==> config.mk <==
export PLATFORM = sky130hd
export DESIGN_NAME = phy_rx_lane_ctrl
export DESIGN_NICKNAME = d
export VERILOG_FILES = /design/src/rtl/phy_rx_lane_ctrl.sv
export SDC_FILE = /design/constraint.sdc
export NUM_CORES = 1
export LEC_CHECK = 0
export CAP_MARGIN = 20
export CORE_AREA = 8 8 93 95
export CTS_CLUSTER_SIZE = 20
export DETAILED_ROUTE_END_ITERATION = 8
export DIE_AREA = 0 0 101 103
export GPL_ROUTABILITY_DRIVEN = 0
export PLACE_DENSITY_LB_ADDON = 0.15
export SLEW_MARGIN = 15
export SYNTH_ARGS = -nofsm -noshare
export SYNTH_HDL_FRONTEND = slang
export SYNTH_SLANG_ARGS = --single-unit
==> constraint.sdc <==
create_clock -name clk_32f -period 6.5 [get_ports clk_32f]
set_input_delay 0.975 -clock clk_32f [delete_from_list [all_inputs] [get_ports clk_32f]]
set_output_delay 0.975 -clock clk_32f [all_outputs]
set_load 0.02 [all_outputs]
==> src/rtl/phy_rx_lane_ctrl.sv <==
// Two-lane receive controller: per-lane comma sync FSM and byte FIFO.
// A round-robin merge drives a single tagged byte stream out.
module phy_rx_lane_ctrl #(
    parameter logic [7:0]  BC_CODE    = 8'hBC,
    parameter int unsigned SYNC_COUNT = 4,
    parameter int unsigned FIFO_DEPTH = 4
) (
    input  logic       clk_32f,
    input  logic       reset,
    input  logic [1:0] lane_en,
    input  logic [7:0] byte_0,
    input  logic       byte_valid_0,
    input  logic [7:0] byte_1,
    input  logic       byte_valid_1,
    output logic [7:0] data_out,
    output logic       valid_out,
    output logic       lane_id,
    output logic [1:0] active,
    output logic [1:0] overflow
);

    localparam int unsigned PTR_W     = $clog2(FIFO_DEPTH);
    localparam int unsigned NUM_LANES = 2;
    localparam logic [2:0]  SYNC_LAST = 3'(SYNC_COUNT - 1);

    typedef enum logic [1:0] {
        ST_IDLE   = 2'd0,
        ST_SEARCH = 2'd1,
        ST_ACTIVE = 2'd2
    } lane_state_t;

    logic [1:0][7:0] bytes_in;
    logic [1:0]      vld_in;
    logic [1:0][7:0] head;
    logic [1:0]      not_empty;
    logic [1:0]      pop;
    logic            grant_any;
    logic            grant_lane;
    logic            last_grant_q;

    assign bytes_in = {byte_1, byte_0};
    assign vld_in   = {byte_valid_1, byte_valid_0};

    for (genvar g = 0; g < NUM_LANES; g++) begin : g_lane
        lane_state_t    state_q, state_d;
        logic [2:0]     bc_cnt_q, bc_cnt_d;
        logic [7:0]     mem_q [FIFO_DEPTH];
        logic [PTR_W:0] wr_ptr_q, rd_ptr_q, fill;
        logic           is_bc, push, full, accept, drop;
        logic           active_q, overflow_q;

        assign is_bc        = (bytes_in[g] == BC_CODE);
        assign fill         = wr_ptr_q - rd_ptr_q;
        assign full         = fill[PTR_W];
        assign not_empty[g] = (fill != '0);
        assign head[g]      = mem_q[rd_ptr_q[PTR_W-1:0]];
        // A full FIFO still takes a byte when the arbiter drains it this cycle.
        assign accept       = push && (!full || pop[g]);
        assign drop         = push && full && !pop[g];
        assign active[g]    = active_q;
        assign overflow[g]  = overflow_q;

        always_ff @(posedge clk_32f) begin : state_reg
            if (reset) begin
                state_q  <= ST_IDLE;
                bc_cnt_q <= '0;
            end else begin
                state_q  <= state_d;
                bc_cnt_q <= bc_cnt_d;
            end
        end

        // Comma hunt: SYNC_COUNT back-to-back BC strobes lock the lane.
        always_comb begin : state_next
            state_d  = state_q;
            bc_cnt_d = bc_cnt_q;
            push     = 1'b0;
            if (!lane_en[g]) begin
                state_d  = ST_IDLE;
                bc_cnt_d = '0;
            end else begin
                case (state_q)
                    ST_IDLE: state_d = ST_SEARCH;
                    ST_SEARCH: begin
                        if (vld_in[g]) begin
                            if (!is_bc) begin
                                bc_cnt_d = '0;
                            end else if (bc_cnt_q == SYNC_LAST) begin
                                state_d  = ST_ACTIVE;
                                bc_cnt_d = '0;
                            end else begin
                                bc_cnt_d = bc_cnt_q + 3'd1;
                            end
                        end
                    end
                    ST_ACTIVE: push = vld_in[g] && !is_bc;
                    default:   state_d = ST_IDLE;
                endcase
            end
        end

        always_ff @(posedge clk_32f) begin : fifo_ctrl
            if (reset) begin
                wr_ptr_q   <= '0;
                rd_ptr_q   <= '0;
                active_q   <= 1'b0;
                overflow_q <= 1'b0;
            end else begin
                active_q <= (state_d == ST_ACTIVE);
                if (!lane_en[g]) begin
                    wr_ptr_q <= '0;
                    rd_ptr_q <= '0;
                end else begin
                    if (pop[g]) rd_ptr_q <= rd_ptr_q + 1'b1;
                    if (accept) wr_ptr_q <= wr_ptr_q + 1'b1;
                end
                if (drop) overflow_q <= 1'b1;
            end
        end

        always_ff @(posedge clk_32f) begin : fifo_mem
            if (accept) mem_q[wr_ptr_q[PTR_W-1:0]] <= bytes_in[g];
        end
    end

    // On a tie the lane that did not win last time is served.
    assign grant_any  = |not_empty;
    assign grant_lane = (&not_empty) ? ~last_grant_q : not_empty[1];
    assign pop        = grant_any ? (grant_lane ? 2'b10 : 2'b01) : 2'b00;

    always_ff @(posedge clk_32f) begin : out_reg
        if (reset) begin
            data_out     <= '0;
            valid_out    <= 1'b0;
            lane_id      <= 1'b0;
            last_grant_q <= 1'b1;
        end else begin
            valid_out <= grant_any;
            data_out  <= grant_any ? head[grant_lane] : 8'h00;
            lane_id   <= grant_any & grant_lane;
            if (grant_any) last_grant_q <= grant_lane;
        end
    end

endmodule

==> impl_metrics.json, run 1 <==
{
  "antenna_found_initial": 0,
  "n_antenna_cell": 0,
  "reg2reg_setup_slack_ns": 3.55,
  "layout_setup_ws_ns": 3.55,
  "grt_start_max_net_pins": 19,
  "tns_ns": 0,
  "ys.flop_type": "edfxtp_1",
  "insertion_delay_ns": 0.37,
  "r2r_cells": 7,
  "dpl_worst_slack_ns": 3.22,
  "synth_edf_count": 64,
  "post-dp-hpwl_um": 5800,
  "routed_via_density": 5.54,
  "initial_core_util_pct": 60.3,
  "cts_tree": "yes",
  "min_to": "g_lane[0].overflow_q",
  "dr.pass1.iters": 4,
  "drive_gt1_share_pct": 11.9,
  "max_freq_mhz": 339,
  "pin_count": 36,
  "cts.sinks": 105,
  "cts.reportedPaths.clkPinSlew_ns": 0.09,
  "drv_slew": 0,
  "hold_violations": 0,
  "critPathMaxFanout": 16,
  "multiInputGateArea_mm2": 0.00144,
  "io_buffers": 35,
  "dieArea_mm2": 0.0104,
  "status": "finished, final reports clean",
  "fin_crit_sh_pct": 45.4,
  "fp-row-count": 31,
  "syn_to_final_growth_pct": 14.8,
  "ir_worst_vdd_uv": 96.4,
  "grt_use_total_pct": 16.7,
  "nFillCells": 537,
  "finalSetupViolations": 0,
  "core_mm2": 0.00714,
  "cpMaxStageDelayCell": "o32a_1",
  "die_h_um": 103,
  "routed_wl_um": 7770,
  "overflow": 0,
  "rsz0062_at_grt": "false",
  "arrival_ns": 2.97,
  "cts_resized": 0,
  "cts_root_buf": "clkbuf_8",
  "ant_nets": 0,
  "synth_seq_cells": 105,
  "seq_area_mm2": 0.00274,
  "leakage_nw": 1.63,
  "finClkSkew_ns": 0.0104,
  "drt_iter0_drc": 117,
  "worstSetupPathType": "register to register",
  "reg2reg_from": "g_lane[0].wr_ptr_q[0]",
  "synth_nets": 344,
  "end_kind": "register",
  "vias": 2456,
  "synth_sequential_area_ratio_pct": 63.7,
  "cts_setup_buffers": 0,
  "syn-cell-area_mm2": 0.00431,
  "worstPathCellList": "inv_1 > ha_1 > nand2_1 > nor3b_1 > o32a_1 > a21oi_2 > and2_1",
  "worstPathRequired_ns": 6.52,
  "power.density_mw_per_mm2": 238,
  "chipWidth_um": 101,
  "ys_warn_count": 0,
  "slew-limit-headroom_pct": 36.5,
  "h-tree-depth": 3,
  "routedWlPerCell_um": 17.5,
  "syn_area_per_cell_um2": 14.1,
  "hp-class": "register to register",
  "rr_endpoint": "g_lane[0].mem_q[2][2]",
  "syn_inst": 306,
  "grt_pass1_vias": 2605,
  "numCtsBuffers": 9,
  "synth_cell_types": 45,
  "grt_first_pass_wirelength_um": 13000,
  "hold_buffers": 0,
  "hp-start": "g_lane[0].overflow_q",
  "slowest_delay_ns": 0.66,
  "drc": 0,
  "nets": 377,
  "async_flop_share_pct": 0,
  "holdPathStages": 2,
  "layout_min_cycle_time_ns": 2.95,
  "max-cap-violations": 0,
  "worstSetupStartpointType": "register",
  "worstMarginPinSlew_ns": 0.951,
  "clk_path_buf_depth": 2
}
state kept, by name (all words and copies together), names as in the netlist, named ones only:
signal and count:
g_lane.overflow_q 2, data_out 8, g_lane.mem_q 64, valid_out 1, g_lane.bc_cnt_q 6, last_grant_q 1, g_lane.wr_ptr_q 6, g_lane.active_q 2
lane_id 1, g_lane.rd_ptr_q 6, g_lane.state_q 4
worst max-delay path: cells and delay by family (launching register included):
family	cells	cell delay, ns
and+or+nand+nor	3	0.71
AOI/OAI and AO/OA	2	1.06
adders and majority gates	1	0.30
DFF	1	0.40
buffers and inverters	1	0.13
cell usage after synthesis (4+ instances only):
library cell | count | area [um^2]
nand2_1 | 13 | 48.8
dfxtp_1 | 41 | 821
nor2b_1 | 9 | 56.3
clkbuf_1 | 5 | 18.8
xnor2_1 | 5 | 43.8
ha_1 | 16 | 200
nor2_1 | 27 | 101
and3_1 | 5 | 31.3
nand2b_1 | 5 | 31.3
a21oi_1 | 15 | 75.1
nand4_1 | 4 | 25.0
buf_4 | 4 | 30.0
mux4_2 | 16 | 360
mux2i_1 | 13 | 130
o21ai_0 | 7 | 35.0
nor3b_1 | 4 | 30.0
inv_1 | 14 | 52.6
edfxtp_1 | 64 | 1920
cells in the final DEF (no fill, tap or decap), types with 2 or more instances in the layout:
cell type / Yosys / final
nand4_1: 4 / 4
xnor2_1: 5 / 5
mux2i_1: 13 / 13
inv_1: 14 / 14
or3_1: 2 / 2
inv_8: 0 / 2
nor2_1: 27 / 27
and2_1: 3 / 3
bufinv_16: 0 / 2
clkbuf_8: 0 / 9
o21ai_0: 7 / 7
edfxtp_1: 64 / 64
or2_2: 2 / 2
or4_1: 2 / 2
ha_1: 16 / 16
clkdlybuf4s50_1: 0 / 35
a21oi_1: 15 / 15
nand2b_1: 5 / 5
nor3b_1: 4 / 4
clkinvlp_4: 0 / 2
nand3_1: 3 / 3
nor4_1: 2 / 2
nor2b_1: 9 / 9
nand2_1: 13 / 13
mux4_2: 16 / 16
dfxtp_1: 41 / 41
and3_1: 5 / 5
a311oi_1: 2 / 2
cell type report:
type / instances / share of cell area, %
clock buffer: 9 / 2.51
clock inverter: 7 / 2.08
inverter: 14 / 1.06
multi-input combinational: 173 / 29.1
sequential: 105 / 55.5
tap: 99 / 2.51
timing repair buffer: 36 / 7.19
stage by stage:
stage                     power (mW)  hold slack [ns]  cell area, um^2  instances  utilization, %
after detailed placement       0.748            0.441             4710        426            66.0
final                           1.17            0.450             4940        443            69.2
after floorplan                0.727            0.422             4310        306               -
after global placement         0.747            0.433             4710        426            66.0
after CTS                       1.18            0.455             4940        442            69.2
after global routing            1.21            0.479             4940        443            69.2
where the power goes:
part / switching (mW) / internal (mW)
clock: 0.221 / 0.221
combinational: 0.0136 / 0.0136
sequential: 0.000512 / 0.705
total: 0.235 / 0.940
worst max path at each step:
stage | start | end | slack (ns)
finish | g_lane[0].wr_ptr_q[0] | g_lane[0].mem_q[2][2] | 3.55
global route | g_lane[0].wr_ptr_q[0] | g_lane[0].mem_q[0][1] | 3.32
CTS | g_lane[0].wr_ptr_q[0] | g_lane[0].mem_q[0][1] | 3.51
detailed placement | byte_1[6] | g_lane[1].mem_q[3][3] | 3.22
global placement | byte_0[6] | g_lane[0].mem_q[0][7] | 3.32
floorplan | byte_1[6] | g_lane[1].mem_q[0][0] | 4.06
routing by layer:
metal	vias to the layer above	routed length (um)	GRT usage, %
li1	1198	-	-
met1	1214	3350	19.4
met2	34	4050	29.9
met3	10	265	3.71
met4	0	96	5.50
met5	-	0	0
cells by family after synthesis:
family	count (synthesis)	share of synthesized area, %
AOI/OAI and AO/OA	35	5.35
and+or+nand+nor	86	10.5
muxes	29	11.4
buffers and inverters	28	2.85
xor gates and xnor gates	7	1.60
adders and majority gates	16	4.65
DFF	105	63.7
Power figures use the tool's default switching activity.
==> run 2, diff against run 1 <==
- CORE_AREA: 8 8 93 95 -> 8 8 96 98
- DIE_AREA: 0 0 101 103 -> 0 0 104 106
- clock period: 6.5 -> 2.8 ns (I/O delays scaled with it)
==> impl_metrics.json, run 2 (synthesized netlist as in run 1, its figures left out) <==
{
  "status": "finished, final reports clean",
  "critPathMaxFanout": 8,
  "clk_path_buf_depth": 2,
  "holdPathStages": 2,
  "worstPathRequired_ns": 2.82,
  "r2r_cells": 7,
  "ant_nets": 0,
  "cpMaxStageDelayCell": "o32a_1",
  "drt_iter0_drc": 80,
  "largest_register_ffs": 64,
  "vias": 2420,
  "routed_via_density": 5.35,
  "slew-limit-headroom_pct": 60.5,
  "leakage_nw": 1.64,
  "overflow": 0,
  "worstSetupPathType": "register to register",
  "layout_min_cycle_time_ns": 2.55,
  "grt_start_max_net_pins": 20,
  "hp-class": "register to register",
  "hp-start": "g_lane[0].overflow_q",
  "reg2reg_setup_slack_ns": 0.25,
  "h-tree-depth": 3,
  "dieArea_mm2": 0.0110,
  "worstSetupStartpointType": "register",
  "tns_ns": 0,
  "numCtsBuffers": 9,
  "io_buffers": 35,
  "max-cap-violations": 0,
  "slowest_delay_ns": 0.42,
  "rr_endpoint": "g_lane[0].mem_q[2][0]",
  "cts_tree": "yes",
  "top_layer": "met4",
  "met1Wirelength_um": 3440,
  "cts.reportedPaths.clkPinSlew_ns": 0.11,
  "layout.cells.most_common_list": "edfxtp_1, dfxtp_1, clkdlybuf4s50_1",
  "grt_use_total_pct": 14.1,
  "fin_crit_sh_pct": 90.9,
  "final_common_cell": "edfxtp_1",
  "ir_worst_vdd_uv": 321,
  "cts_setup_buffers": 0,
  "end_kind": "register",
  "hold_buffers": 0,
  "routed_wl_um": 7420,
  "drv_slew": 0,
  "finalSetupViolations": 0,
  "antenna_found_initial": 0,
  "core_mm2": 0.00785,
  "worstPathCellList": "inv_1 > ha_1 > nand2_1 > nor3b_1 > o32a_1 > a21oi_2 > and2_1",
  "cp.depth": 7,
  "fin_util_pct": 62.9,
  "dr.pass1.iters": 4,
  "cts_resized": 0,
  "cts.sinks": 105,
  "reg2reg_from": "g_lane[0].wr_ptr_q[0]",
  "pin_count": 36,
  "worstMarginPinSlew_ns": 0.590,
  "fin_cells": 452,
  "routedWlPerCell_um": 16.4,
  "n_antenna_cell": 0,
  "drive_gt1_share_pct": 12.4,
  "post-dp-hpwl_um": 5440,
  "cts_root_buf": "clkbuf_8",
  "hold_violations": 0,
  "rsz0062_at_grt": "false",
  "timing.hold.ws_ns": 0.456,
  "nets": 380,
  "insertion_delay_ns": 0.36,
  "met2_length_um": 3620,
  "syn_to_final_growth_pct": 14.7,
  "grt_pass1_vias": 2426,
  "crit_family": "compound AO/OA/AOI/OAI gates",
  "dpl_worst_slack_ns": 0.115,
  "nFillCells": 626,
  "die_h_um": 106,
  "route.met3.wl_um": 248,
  "finClkSkew_ns": 0.0123,
  "placed_cells": 436,
  "power.density_mw_per_mm2": 523,
  "chipWidth_um": 104,
  "fp-row-count": 33,
  "max_freq_mhz": 393,
  "arrival_ns": 2.56,
  "grt_first_pass_wirelength_um": 12300,
  "layout_setup_ws_ns": 0.254,
  "drc": 0,
  "path_buf_inv": 1,
  "initial_core_util_pct": 54.9,
  "min_to": "g_lane[0].overflow_q"
}
run 2: cell types whose count changed in the layout (fill, tap and decap cells not counted):
cell | previous run | this run
buf_4 | 0 | 4
clkinv_4 | 0 | 2
bufinv_16 | 2 | 0
inv_6 | 0 | 2
clkbuf_1 | 0 | 1
clkinvlp_4 | 2 | 0
inv_8 | 2 | 1
clkinv_8 | 0 | 1
clkinv_2 | 1 | 0
buf_2 | 1 | 0
run 2: worst max-delay path by stage:
stage	slack, ns	end	from
global route	0.11	g_lane[0].mem_q[2][0]	g_lane[0].wr_ptr_q[0]
CTS	0.25	g_lane[0].mem_q[2][0]	g_lane[0].wr_ptr_q[0]
global placement	0.25	g_lane[1].mem_q[0][2]	byte_1[3]
floorplan	0.44	g_lane[1].mem_q[3][0]	g_lane[1].rd_ptr_q[1]
detailed placement	0.12	g_lane[0].mem_q[2][4]	byte_0[6]
finish	0.25	g_lane[0].mem_q[2][0]	g_lane[0].wr_ptr_q[0]
run 2: stage by stage:
step                total power [mW]  cell area (um^2)
finish                          2.58              4940
global route                    2.66              4940
CTS                             2.60              4940
detailed placement              1.74              4750
global placement                1.74              4750
floorplan                       1.69              4310
run 2: report_power, final:
part	internal (mW)	switching, mW	total (mW)
Sequential	1.64	0.00120	1.64
Clock	0.348	0.535	0.883
Combinational	0.0324	0.0312	0.0636
Total	2.02	0.568	2.58
run 2: worst min-delay path, cell delays in order (launching register included):
cell and delay (ns):
dfxtp_1 0.32, inv_1 0.05, a21oi_1 0.05
run 2: area by class of cell:
class,instances,area (um^2),area share [%]
repair buffers,39,380,7.70
clock inverters,6,62.6,1.27
well taps,105,131,2.66
flip-flops and latches,105,2740,55.5
inverters,14,52.6,1.06
multi-input cells,173,1440,29.2
clock buffers,10,128,2.58
run 2: metal layers:
layer | vias to the layer above | global-route usage [%]
li1 | 1203 | -
met1 | 1174 | 17.8
met2 | 35 | 23.1
met3 | 8 | 2.60
met4 | 0 | 6.51
met5 | - | 0
==> run 3, diff against run 2 <==
- ABC_CLOCK_PERIOD_IN_PS: default -> 2800
- CTS_CLUSTER_SIZE: 20 -> default
==> results of run 3 <==
Same layout as run 2: the final DEF is identical, and so are final timing and power.
